==> src/rtl/scrambler_pkg.sv <==
// Shared scrambler definitions: scheduler state encoding and default cut-range constants,
// common to the line-rotation datapath, the descrambler and line_cut_scheduler.
package scrambler_pkg;

    localparam int CUT_WIDTH        = 8;
    localparam int DEF_MIN_CUT      = 16;
    localparam int DEF_MAX_CUT      = 239;
    localparam int DEF_FALLBACK_CUT = 0;

    typedef enum logic [1:0] {
        S_INIT       = 2'd0,
        S_INIT_GAP   = 2'd1,
        S_WAIT_FIELD = 2'd2,
        S_ACTIVE     = 2'd3
    } sched_state_e;

    // Number of legal cut positions; at most 256, so it needs 9 bits.
    function automatic logic [8:0] cut_span(input int min_cut, input int max_cut);
        return 9'(max_cut - min_cut + 1);
    endfunction

endpackage

==> src/rtl/line_cut_scheduler_if.sv <==
// DRBG / byte-consumer side of line_cut_scheduler. master = scheduler, slave = DRBG + consumer.
interface line_cut_scheduler_if;
    // Handshakes: drbg_init is a level held until drbg_init_ready is seen. drbg_next_seed is a
    // one-cycle request the DRBG must queue even while busy. A byte is popped in every cycle where
    // rand_byte_valid and rand_byte_ack are both high; ack is never high two cycles in a row.
    logic       drbg_init_ready;
    logic       drbg_busy;
    logic [7:0] rand_byte;
    logic       rand_byte_valid;
    logic       drbg_init;
    logic       drbg_next_seed;
    logic       rand_byte_ack;

    modport master (
        input  drbg_init_ready, drbg_busy, rand_byte, rand_byte_valid,
        output drbg_init, drbg_next_seed, rand_byte_ack
    );

    modport slave (
        output drbg_init_ready, drbg_busy, rand_byte, rand_byte_valid,
        input  drbg_init, drbg_next_seed, rand_byte_ack
    );
endinterface

==> src/rtl/line_cut_scheduler_cut_range_map.sv <==
// cut_range_map: maps a random byte uniformly onto [MIN_CUT, MAX_CUT].
// Shared with the descrambler so both ends derive bit-identical cuts.
module cut_range_map
    import scrambler_pkg::*;
#(
    parameter int MIN_CUT = DEF_MIN_CUT,
    parameter int MAX_CUT = DEF_MAX_CUT
) (
    input  logic [CUT_WIDTH-1:0] rand_byte,
    output logic [CUT_WIDTH-1:0] cut
);
    localparam logic [8:0] SPAN = cut_span(MIN_CUT, MAX_CUT);

    logic [16:0] product;
    logic [8:0]  unused_product_bits;

    // byte * SPAN < 2^16, so bits [15:8] are the whole scaled value.
    assign product             = {9'd0, rand_byte} * {8'd0, SPAN};
    assign cut                 = CUT_WIDTH'(MIN_CUT) + product[15:8];
    assign unused_product_bits = {product[16], product[7:0]};
endmodule

==> src/rtl/line_cut_scheduler.sv <==
// line_cut_scheduler: DRBG init/reseed sequencing and per-line cut selection.
// Optional stats outputs (and the underflow counter) exist only with LINE_CUT_SCHED_STATS_EN.
module line_cut_scheduler
    import scrambler_pkg::*;
#(
    parameter int MIN_CUT      = DEF_MIN_CUT,
    parameter int MAX_CUT      = DEF_MAX_CUT,
    parameter int FALLBACK_CUT = DEF_FALLBACK_CUT,
    parameter int INIT_TIMEOUT = 4096
) (
    input  logic                  clk,
    input  logic                  reset,
    input  logic                  H,
    input  logic                  V,
    line_cut_scheduler_if.master  drbg,
    output logic [CUT_WIDTH-1:0]  cut_position,
    output logic                  cut_valid,
    output logic                  sched_ready,
    output logic                  init_error,
    output logic [15:0]           underflow_count,
    output sched_state_e          state_dbg
`ifdef LINE_CUT_SCHED_STATS_EN
    ,
    output logic [9:0]            line_in_field,
    output logic [15:0]           busy_at_seed_count
`endif
);
    localparam int CNT_W = (INIT_TIMEOUT > 1) ? $clog2(INIT_TIMEOUT) : 1;
    localparam logic [CNT_W-1:0]     TO_LAST = CNT_W'(INIT_TIMEOUT - 1);
    localparam logic [CUT_WIDTH-1:0] FB_CUT  = CUT_WIDTH'(FALLBACK_CUT);

    sched_state_e          state_q, state_d;
    logic [CNT_W-1:0]      cnt_q, cnt_d;
    logic                  h_d_q, v_d_q;
    logic                  init_q, init_d;
    logic                  seed_q, seed_d;
    logic                  ack_q, ack_d;
    logic [CUT_WIDTH-1:0]  cut_q, cut_d;
    logic                  cut_valid_q, cut_valid_d;
    logic                  init_error_q, init_error_d;
    logic                  underflow_inc;
    logic [CUT_WIDTH-1:0]  mapped_cut;

    logic h_rise, v_rise, v_fall;
    assign h_rise = H & ~h_d_q;
    assign v_rise = V & ~v_d_q;
    assign v_fall = ~V & v_d_q;

    cut_range_map #(
        .MIN_CUT (MIN_CUT),
        .MAX_CUT (MAX_CUT)
    ) u_map (
        .rand_byte (drbg.rand_byte),
        .cut       (mapped_cut)
    );

    always_comb begin
        state_d       = state_q;
        cnt_d         = cnt_q;
        init_d        = init_q;
        seed_d        = 1'b0;
        ack_d         = 1'b0;
        cut_d         = cut_q;
        cut_valid_d   = cut_valid_q;
        init_error_d  = init_error_q;
        underflow_inc = 1'b0;
        unique case (state_q)
            S_INIT: begin
                if (drbg.drbg_init_ready) begin
                    init_d  = 1'b0;
                    cnt_d   = '0;
                    state_d = S_WAIT_FIELD;
                end else if (cnt_q == TO_LAST) begin
                    // Drop the request for one cycle so the DRBG sees a fresh init.
                    init_error_d = 1'b1;
                    init_d       = 1'b0;
                    cnt_d        = '0;
                    state_d      = S_INIT_GAP;
                end else begin
                    init_d = 1'b1;
                    cnt_d  = cnt_q + 1'b1;
                end
            end
            S_INIT_GAP: begin
                init_d  = 1'b1;
                state_d = S_INIT;
            end
            S_WAIT_FIELD: begin
                cut_valid_d = 1'b0;
                if (v_fall) state_d = S_ACTIVE;
            end
            S_ACTIVE: begin
                // Field end takes priority over a coincident line start.
                if (v_rise) begin
                    seed_d      = 1'b1;
                    cut_valid_d = 1'b0;
                    cut_d       = FB_CUT;
                    state_d     = S_WAIT_FIELD;
                end else if (h_rise) begin
                    if (drbg.rand_byte_valid) begin
                        ack_d       = 1'b1;
                        cut_d       = mapped_cut;
                        cut_valid_d = 1'b1;
                    end else begin
                        cut_d         = FB_CUT;
                        cut_valid_d   = 1'b0;
                        underflow_inc = 1'b1;
                    end
                end
            end
            default: state_d = S_INIT;
        endcase
    end

    always_ff @(posedge clk or posedge reset) begin
        if (reset) begin
            state_q      <= S_INIT;
            cnt_q        <= '0;
            h_d_q        <= 1'b1;
            v_d_q        <= 1'b1;
            init_q       <= 1'b0;
            seed_q       <= 1'b0;
            ack_q        <= 1'b0;
            cut_q        <= FB_CUT;
            cut_valid_q  <= 1'b0;
            init_error_q <= 1'b0;
        end else begin
            state_q      <= state_d;
            cnt_q        <= cnt_d;
            h_d_q        <= H;
            v_d_q        <= V;
            init_q       <= init_d;
            seed_q       <= seed_d;
            ack_q        <= ack_d;
            cut_q        <= cut_d;
            cut_valid_q  <= cut_valid_d;
            init_error_q <= init_error_d;
        end
    end

    assign drbg.drbg_init      = init_q;
    assign drbg.drbg_next_seed = seed_q;
    assign drbg.rand_byte_ack  = ack_q;
    assign cut_position        = cut_q;
    assign cut_valid           = cut_valid_q;
    assign init_error          = init_error_q;
    assign sched_ready         = (state_q == S_WAIT_FIELD) || (state_q == S_ACTIVE);
    assign state_dbg           = state_q;

`ifdef LINE_CUT_SCHED_STATS_EN
    logic [15:0] uf_q, uf_d;
    logic [9:0]  line_q, line_d;
    logic [15:0] bseed_q, bseed_d;

    always_comb begin
        uf_d    = uf_q;
        line_d  = line_q;
        bseed_d = bseed_q;
        if (underflow_inc && uf_q != 16'hFFFF) uf_d = uf_q + 16'd1;
        if (v_fall) line_d = '0;
        else if (h_rise && line_q != 10'h3FF) line_d = line_q + 10'd1;
        if (v_rise && drbg.drbg_busy && bseed_q != 16'hFFFF) bseed_d = bseed_q + 16'd1;
    end

    always_ff @(posedge clk or posedge reset) begin
        if (reset) begin
            uf_q    <= '0;
            line_q  <= '0;
            bseed_q <= '0;
        end else begin
            uf_q    <= uf_d;
            line_q  <= line_d;
            bseed_q <= bseed_d;
        end
    end

    assign underflow_count    = uf_q;
    assign line_in_field      = line_q;
    assign busy_at_seed_count = bseed_q;
`else
    logic [1:0] unused_stats_inputs;
    assign unused_stats_inputs = {drbg.drbg_busy, underflow_inc};
    assign underflow_count     = '0;
`endif
endmodule

==> src/flat_wrapper.sv <==
// flat-port wrapper written by rule: the top's interface ports become plain ports
module line_cut_scheduler_flat import scrambler_pkg::*;
#(
    parameter int MIN_CUT      = DEF_MIN_CUT,
    parameter int MAX_CUT      = DEF_MAX_CUT,
    parameter int FALLBACK_CUT = DEF_FALLBACK_CUT,
    parameter int INIT_TIMEOUT = 4096
)
  (clk, reset, H, V, cut_position, cut_valid, sched_ready, init_error, underflow_count, state_dbg, drbg_drbg_init_ready, drbg_drbg_busy, drbg_rand_byte, drbg_rand_byte_valid, drbg_drbg_init, drbg_drbg_next_seed, drbg_rand_byte_ack);
  line_cut_scheduler_if drbg_i ();
  input  logic clk;
  input  logic reset;
  input  logic H;
  input  logic V;
  output logic [CUT_WIDTH-1:0] cut_position;
  output logic cut_valid;
  output logic sched_ready;
  output logic init_error;
  output logic [15:0] underflow_count;
  output sched_state_e state_dbg;
  input wire logic [$bits(drbg_i.drbg_init_ready)-1:0] drbg_drbg_init_ready;
  input wire logic [$bits(drbg_i.drbg_busy)-1:0] drbg_drbg_busy;
  input wire logic [$bits(drbg_i.rand_byte)-1:0] drbg_rand_byte;
  input wire logic [$bits(drbg_i.rand_byte_valid)-1:0] drbg_rand_byte_valid;
  output wire logic [$bits(drbg_i.drbg_init)-1:0] drbg_drbg_init;
  output wire logic [$bits(drbg_i.drbg_next_seed)-1:0] drbg_drbg_next_seed;
  output wire logic [$bits(drbg_i.rand_byte_ack)-1:0] drbg_rand_byte_ack;
  assign drbg_i.drbg_init_ready = drbg_drbg_init_ready;
  assign drbg_i.drbg_busy = drbg_drbg_busy;
  assign drbg_i.rand_byte = drbg_rand_byte;
  assign drbg_i.rand_byte_valid = drbg_rand_byte_valid;
  assign drbg_drbg_init = drbg_i.drbg_init;
  assign drbg_drbg_next_seed = drbg_i.drbg_next_seed;
  assign drbg_rand_byte_ack = drbg_i.rand_byte_ack;
  line_cut_scheduler #(.MIN_CUT(MIN_CUT), .MAX_CUT(MAX_CUT), .FALLBACK_CUT(FALLBACK_CUT), .INIT_TIMEOUT(INIT_TIMEOUT)) u_core (.clk(clk), .reset(reset), .H(H), .V(V), .drbg(drbg_i), .cut_position(cut_position), .cut_valid(cut_valid), .sched_ready(sched_ready), .init_error(init_error), .underflow_count(underflow_count), .state_dbg(state_dbg));
endmodule
==> config.mk <==
export PLATFORM = sky130hd
export DESIGN_NAME = line_cut_scheduler_flat
export DESIGN_NICKNAME = d
export VERILOG_FILES = /design/src/rtl/scrambler_pkg.sv /design/src/rtl/line_cut_scheduler_if.sv /design/src/rtl/line_cut_scheduler_cut_range_map.sv /design/src/rtl/line_cut_scheduler.sv /design/src/flat_wrapper.sv
export SDC_FILE = /design/constraint.sdc
export NUM_CORES = 1
export LEC_CHECK = 0
export CELL_PAD_IN_SITES_DETAIL_PLACEMENT = 1
export CELL_PAD_IN_SITES_GLOBAL_PLACEMENT = 2
export CORE_ASPECT_RATIO = 2
export CORE_MARGIN = 5
export CORE_UTILIZATION = 31
export DETAILED_ROUTE_END_ITERATION = 8
export PLACE_DENSITY_LB_ADDON = 0.12
export SYNTH_ARGS = -nofsm -noshare
export SYNTH_HDL_FRONTEND = slang
export SYNTH_HIERARCHICAL = 1
export SYNTH_SLANG_ARGS = --single-unit
==> constraint.sdc <==
create_clock -name clk -period 1.6 [get_ports clk]
set_input_delay 0.32 -clock clk [delete_from_list [all_inputs] [get_ports clk]]
set_output_delay 0.32 -clock clk [all_outputs]
set_load 0.02 [all_outputs]
=== After elaboration in Yosys (flattened, before gate mapping) ===
Cells that the tools add are included.

* Word-level logic and storage cells: 59
* Bits in registers: 29
* Output and inout bits: 32
* Bits of input ports: 15

* $add $sub $neg: 2
* Equal/unequal tests: 8
* Muxes and demuxes: 22
* Multiply operators: 1
* Reduce and logical (&&, ||, !) cells: 9
* Bitwise logic cells: 7

{| class="wikitable"
|+ Operators by type and width
! kind !! count
|-
| $mux 12 || 2
|-
| $mux 8 || 3
|-
| $add 12x1->12 const B || 1
|-
| $eq 12x12->1 const B || 1
|-
| $mul 8x3->11 const B || 1
|-
| $mux 1 || 10
|-
| $add 5x8->8 const A || 1
|-
| $mux 2 || 4
|-
| $pmux 2 s4 || 1
|-
| $reduce_and 3->1 || 2
|-
| $reduce_bool 2->1 || 3
|-
| $eq 2x2->1 const B || 2
|-
| $ne 2x1->1 const B || 2
|-
| $not 1->1 || 4
|-
| $pmux 1 s2 || 2
|-
| $reduce_and 2->1 || 2
|-
| $and 1x1->1 || 3
|-
| $ne 3x1->1 const B || 1
|-
| $ne 3x2->1 const B || 1
|-
| $eq 2x1->1 const B || 1
|-
| $logic_not 2->1 || 1
|-
| $logic_or 1x1->1 || 1
|}

=== Logic depth before layout (Yosys ltp) ===
* Depth in word-level cells: 5
* Depth in mapped cells: 12
* Depth with buffers taken out: 11

=== By module ===
Netlist, hierarchy kept.

{| class="wikitable"
|+ By module, submodules not included
! module !! area an instance (um^2) !! cells an instance !! seq. area each (um^2) !! instances
|-
| line_cut_scheduler || 1491.4 || 156 || 728.2 || 1
|-
| cut_range_map || 624.3 || 64 || 0.0 || 1
|}

=== Worst setup path after synthesis ===
No wires, ideal clock.

* Path type: input to register
* From: input port drbg_rand_byte[0]
* To: register u_core.cut_q[6] (netlist: u_core/cut_position[6])
* Stages: 11
* Arrival time: 2.631 ns
* Setup time: 0.083 ns
* Data required time: 1.517 ns
* Slack: -1.114 ns
* Buffers on the path: 0
* Cells stage by stage: fa_1 > and2_1 > fa_1 > a21o_1 > a221oi_4 > xor2_1 > ha_1 > xor2_1 > xnor2_1 > nand2_1 > o21ai_0

* Cells in the longest elaborated chain, start to end: 5

{| class="wikitable"
|+ RTL lines
! item !! line !! text
|-
| start: declaration || flat_wrapper.sv:23 || <nowiki>input wire logic [$bits(drbg_i.rand_byte)-1:0] drbg_rand_byte;</nowiki>
|-
| $mul 8x3->11 || line_cut_scheduler_cut_range_map.sv:18 || <nowiki>assign product = {9'd0, rand_byte} * {8'd0, SPAN};</nowiki>
|-
| $add 5x8->8 || line_cut_scheduler_cut_range_map.sv:19 || <nowiki>assign cut = CUT_WIDTH'(MIN_CUT) + product[15:8];</nowiki>
|-
| via u_core.mapped_cut[6] || line_cut_scheduler.sv:42 || <nowiki>logic [CUT_WIDTH-1:0] mapped_cut;</nowiki>
|-
| $mux 8 || line_cut_scheduler.sv:100 || <nowiki>if (drbg.rand_byte_valid) begin</nowiki>
|-
| $mux 8 || line_cut_scheduler.sv:99 || <nowiki>end else if (h_rise) begin</nowiki>
|-
| $mux 8 || line_cut_scheduler.sv:94 || <nowiki>if (v_rise) begin</nowiki>
|-
| end signal: assignment || line_cut_scheduler.sv:135 || <nowiki>cut_q <= cut_d;</nowiki>
|-
| end: declaration || line_cut_scheduler.sv:38 || <nowiki>logic [CUT_WIDTH-1:0] cut_q, cut_d;</nowiki>
|}

The timed path passes the listed nets, and every way through them passes these cells. The select of a mux whose other input is x is not followed.
A chain may end at the register's enable or synchronous reset.

=== Worst setup path in the final report ===
* From: input port drbg_rand_byte[1]
* To: register u_core.cut_q[6] (netlist: u_core/cut_position[6])

Same word-level chain as after synthesis.

==> results by group <==
Synthesis
  – Synth unique cells: 53
  – Mapped Avg Cell Area: 9.62 sq um
  – Main synth FF type: dfrtp_1
  – XOR/XNOR Fraction of Synth Area: 3.73%
  – Mapped Area: 2120 sq um
  – Largest family of logic cells by synthesized area: simple AND/OR/NAND/NOR gates
  – Mux contribution to synthesized area: 0.473%
  – Synth Area in Adders: 14.5%
  – Fraction of registers with async set/reset: 100%
  – Post-synthesis simple-gate area fraction: 19.0%
  – Synth Area in Compound Gates: 17.0%
  – Gate Count Post-Synth: 220
  – Yosys warnings: 6
  – Post-synth EDFFs: 0
  – Synthesis-stage register bit count: 29
  – Post-synthesis sequential area ratio: 34.4%

STA
  – Clock Skews: 0.00338 ns
  – Final worst hold slack: 0.377 ns
  – Max Slew Vio Count: 0
  – Final min period: 2.56 ns
  – Final worst-path cycle share: 160%
  – RSZ-0062 raised after global routing: true
  – Achievable frequency: 390 MHz
  – Final worst slack: -0.964 ns
  – Setup violations, final: 7
  – Final Hold Fails: 0

GRT
  – Total GRT Usage: 14.8%
  – Initial antenna violation count: 0
  – Total congestion overflow: 0
  – Global-route wire length before repair: 9470 um
  – Number of global-route vias before repair: 2022
  – Largest net degree at the start of global routing: 30

Worst setup path
  – Worst setup path category: in -> reg
  – Critical Path Sink Type: flop
  – CP Max Fanout: 3
  – Worst endpoint required time: 1.81 ns
  – Worst Setup Start Kind: input pin
  – CP Data Arrival Time: 2.77 ns

Placed design
  – DP Area: 2750 sq um
  – Final GP Congestion: 0.761
  – Detailed placement HPWL: 4650 um
  – I/O Buffers: 29

CTS
  – Total CTS buffers: 5
  – H-Tree Depth: 2
  – Worst-path clk slew: 0.05 ns
  – Root buf cell: clkbuf_16
  – CTS Sinks: 29
  – Clock latency on the worst-skew pair: 0.28 ns
  – Clock tree buffer depth: 2
  – CTS tree: built
  – Hold buffer count at cts: 0

Cells and area
  – Flip-flop count of the largest register after layout: 12
  – Diode count: 0
  – Fin nets: 336
  – Post-route cell area: 3130 sq um
  – Layout cells sized above 1: 32.7%
  – Synth-to-layout area growth: 48.0%
  – Largest Register: u_core/cnt_q
  – Fill count: 798

Outcome
  – Status: finished, violations left
  – Failing checks: setup timing

Drt
  – DRT antenna net count: 0
  – Vias: 1861
  – DRT Pass-1 Iters: 3
  – Vias per cell: 4.76
  – Routed wire length per instance: 15.0 um
  – Post-Route WL: 5850 um
  – 1st-iter DRT viols: 78
  – DRC Markers: 0

Flow run
  – Max Cap Viol: 0

Floorplanning
  – Area of the core: 6620 sq um
  – IO Count: 47
  – Die area: 8680 sq um
  – Initial core utilization: 32.0%
  – Std-Cell Rows: 42
  – Die H: 127 um
  – Die W: 68.4 um

Power
  – PD cells: 994 nW/um^2
  – Worst vdd ir: 0.433 mV
  – LEAKAGE: 0.00147 uW

Hold path
  – Worst hold path class: in -> async
placed cells by master, fill, tap and decap left out, types with 3 or more instances in the layout:
master,n
buf_4,49
dfrtp_1,27
nand2_1,24
conb_1,16
clkdlybuf4s50_1,12
inv_1,11
buf_6,10
o21ai_1,8
o21ai_0,8
nand3_1,8
nor2_1,7
a31oi_1,7
dlygate4sd2_1,6
a21oi_1,6
xor2_1,6
ha_1,6
fa_1,6
clkbuf_16,5
a21o_1,4
nand4_1,4
ha_4,4
dlymetal6s2s_1,3
and4_1,3
o211ai_1,3
o21bai_1,3
routing by layer:
| metal | GRT usage (%) | vias to the layer above | share of wire (%) |
|---|---|---|---|
| met5 | 0 | - | 0 |
| met4 | 7.97 | 0 | 2.9 |
| met3 | 1.95 | 11 | 2.5 |
| met2 | 29.8 | 23 | 64 |
| met1 | 12.6 | 921 | 31 |
| li1 | - | 906 | - |
repair_timing:
action / 4_1_cts / 5_1_grt
setup endpoints to repair: 14 / 12
setup buffers: 7 / 6
resized for setup: 69 / 20
pin swaps: 30 / 26
stage by stage:
step           TNS [ns]  power [uW]  utilization (%)  setup slack [ns]  std cells
2_1_floorplan     -3.97        1550                -             -1.07        235
4_1_cts           -4.34        3060             45.6             -1.01        386
3_5_place_dp     -10.22        2030             41.6             -1.77        371
5_1_grt           -5.14        3330             47.3             -1.16        391
3_3_place_gp      -9.78        2010             41.6             -1.66        371
6_report          -4.23        3110             47.3            -0.964        391
where the power goes:
group | switching, uW | internal (uW) | leakage, uW
logic | 643 | 691 | 0.00103
clock network | 323 | 569 | 0.0000706
registers | 56.3 | 830 | 0.000372
cell families after synthesis:
group | Yosys count
and+or+nand+nor | 71
AOI/OAI and AO/OA | 53
buffers and inverters | 36
DFF | 29
adders and majority gates | 20
xor gates and xnor gates | 9
other | 1
muxes | 1
worst max-delay path: stages:
cell,delay (ns)
buf_8,0.10
fa_1,0.49
and2_4,0.16
fa_2,0.34
a21o_1,0.22
a221oi_4,0.29
xor2_1,0.19
ha_2,0.19
xor2_1,0.17
xnor2_1,0.14
nand2_1,0.06
o21ai_1,0.10
cell usage after synthesis, types with 3 or more instances:
cell type	instances	share of area, %
xor2_1	6	2.5
fa_1	8	7.6
o21ai_0	16	3.8
dfrtp_1	27	32
ha_1	11	6.5
nand2_1	26	4.6
buf_4	17	6.0
a31oi_1	7	2.1
inv_1	11	2.0
o211ai_1	3	1.1
and3_1	4	1.2
nand4_1	4	1.2
nand3_1	8	1.9
and4_1	3	1.2
xnor2_1	3	1.2
nor2_1	7	1.2
a21o_1	4	1.4
o21bai_1	3	1.1
a21oi_1	8	1.9
layout make-up:
class                      instances  area [sq um]  area share, %
tap                               88           110           3.52
clock inverter                     2          10.0          0.320
multi-input combinational        170          1360           43.5
inverter                          11          41.3           1.32
sequential                        29           728           23.3
timing repair buffer              85           751           24.0
clock buffer                       6           129           4.12
worst paths after layout:
path / start / end / slack (ns) / depth (start not counted)
min in group clk: u_core/cut_position[6]$_DFFE_PP0P_ / u_core/cut_position[6]$_DFFE_PP0P_ / 0.47 / 2
worst min-delay path: reset / u_core/cut_position[0]$_DFFE_PP0P_ / 0.38 / 3
worst max-delay path: drbg_rand_byte[1] / u_core/cut_position[6]$_DFFE_PP0P_ / -0.96 / 12
worst min register to register: u_core/cut_position[6]$_DFFE_PP0P_ / u_core/cut_position[6]$_DFFE_PP0P_ / 0.47 / 2
worst max register to register: u_core/cnt_q[5]$_DFFE_PP0N_ / u_core/drbg.drbg_init$_DFFE_PP0P_ / 0.12 / 4
max in group asynchronous: reset / u_core/h_d_q$_DFF_PP1_ / 0.98 / 3
Note: power is estimated with default switching activity, not from simulation.
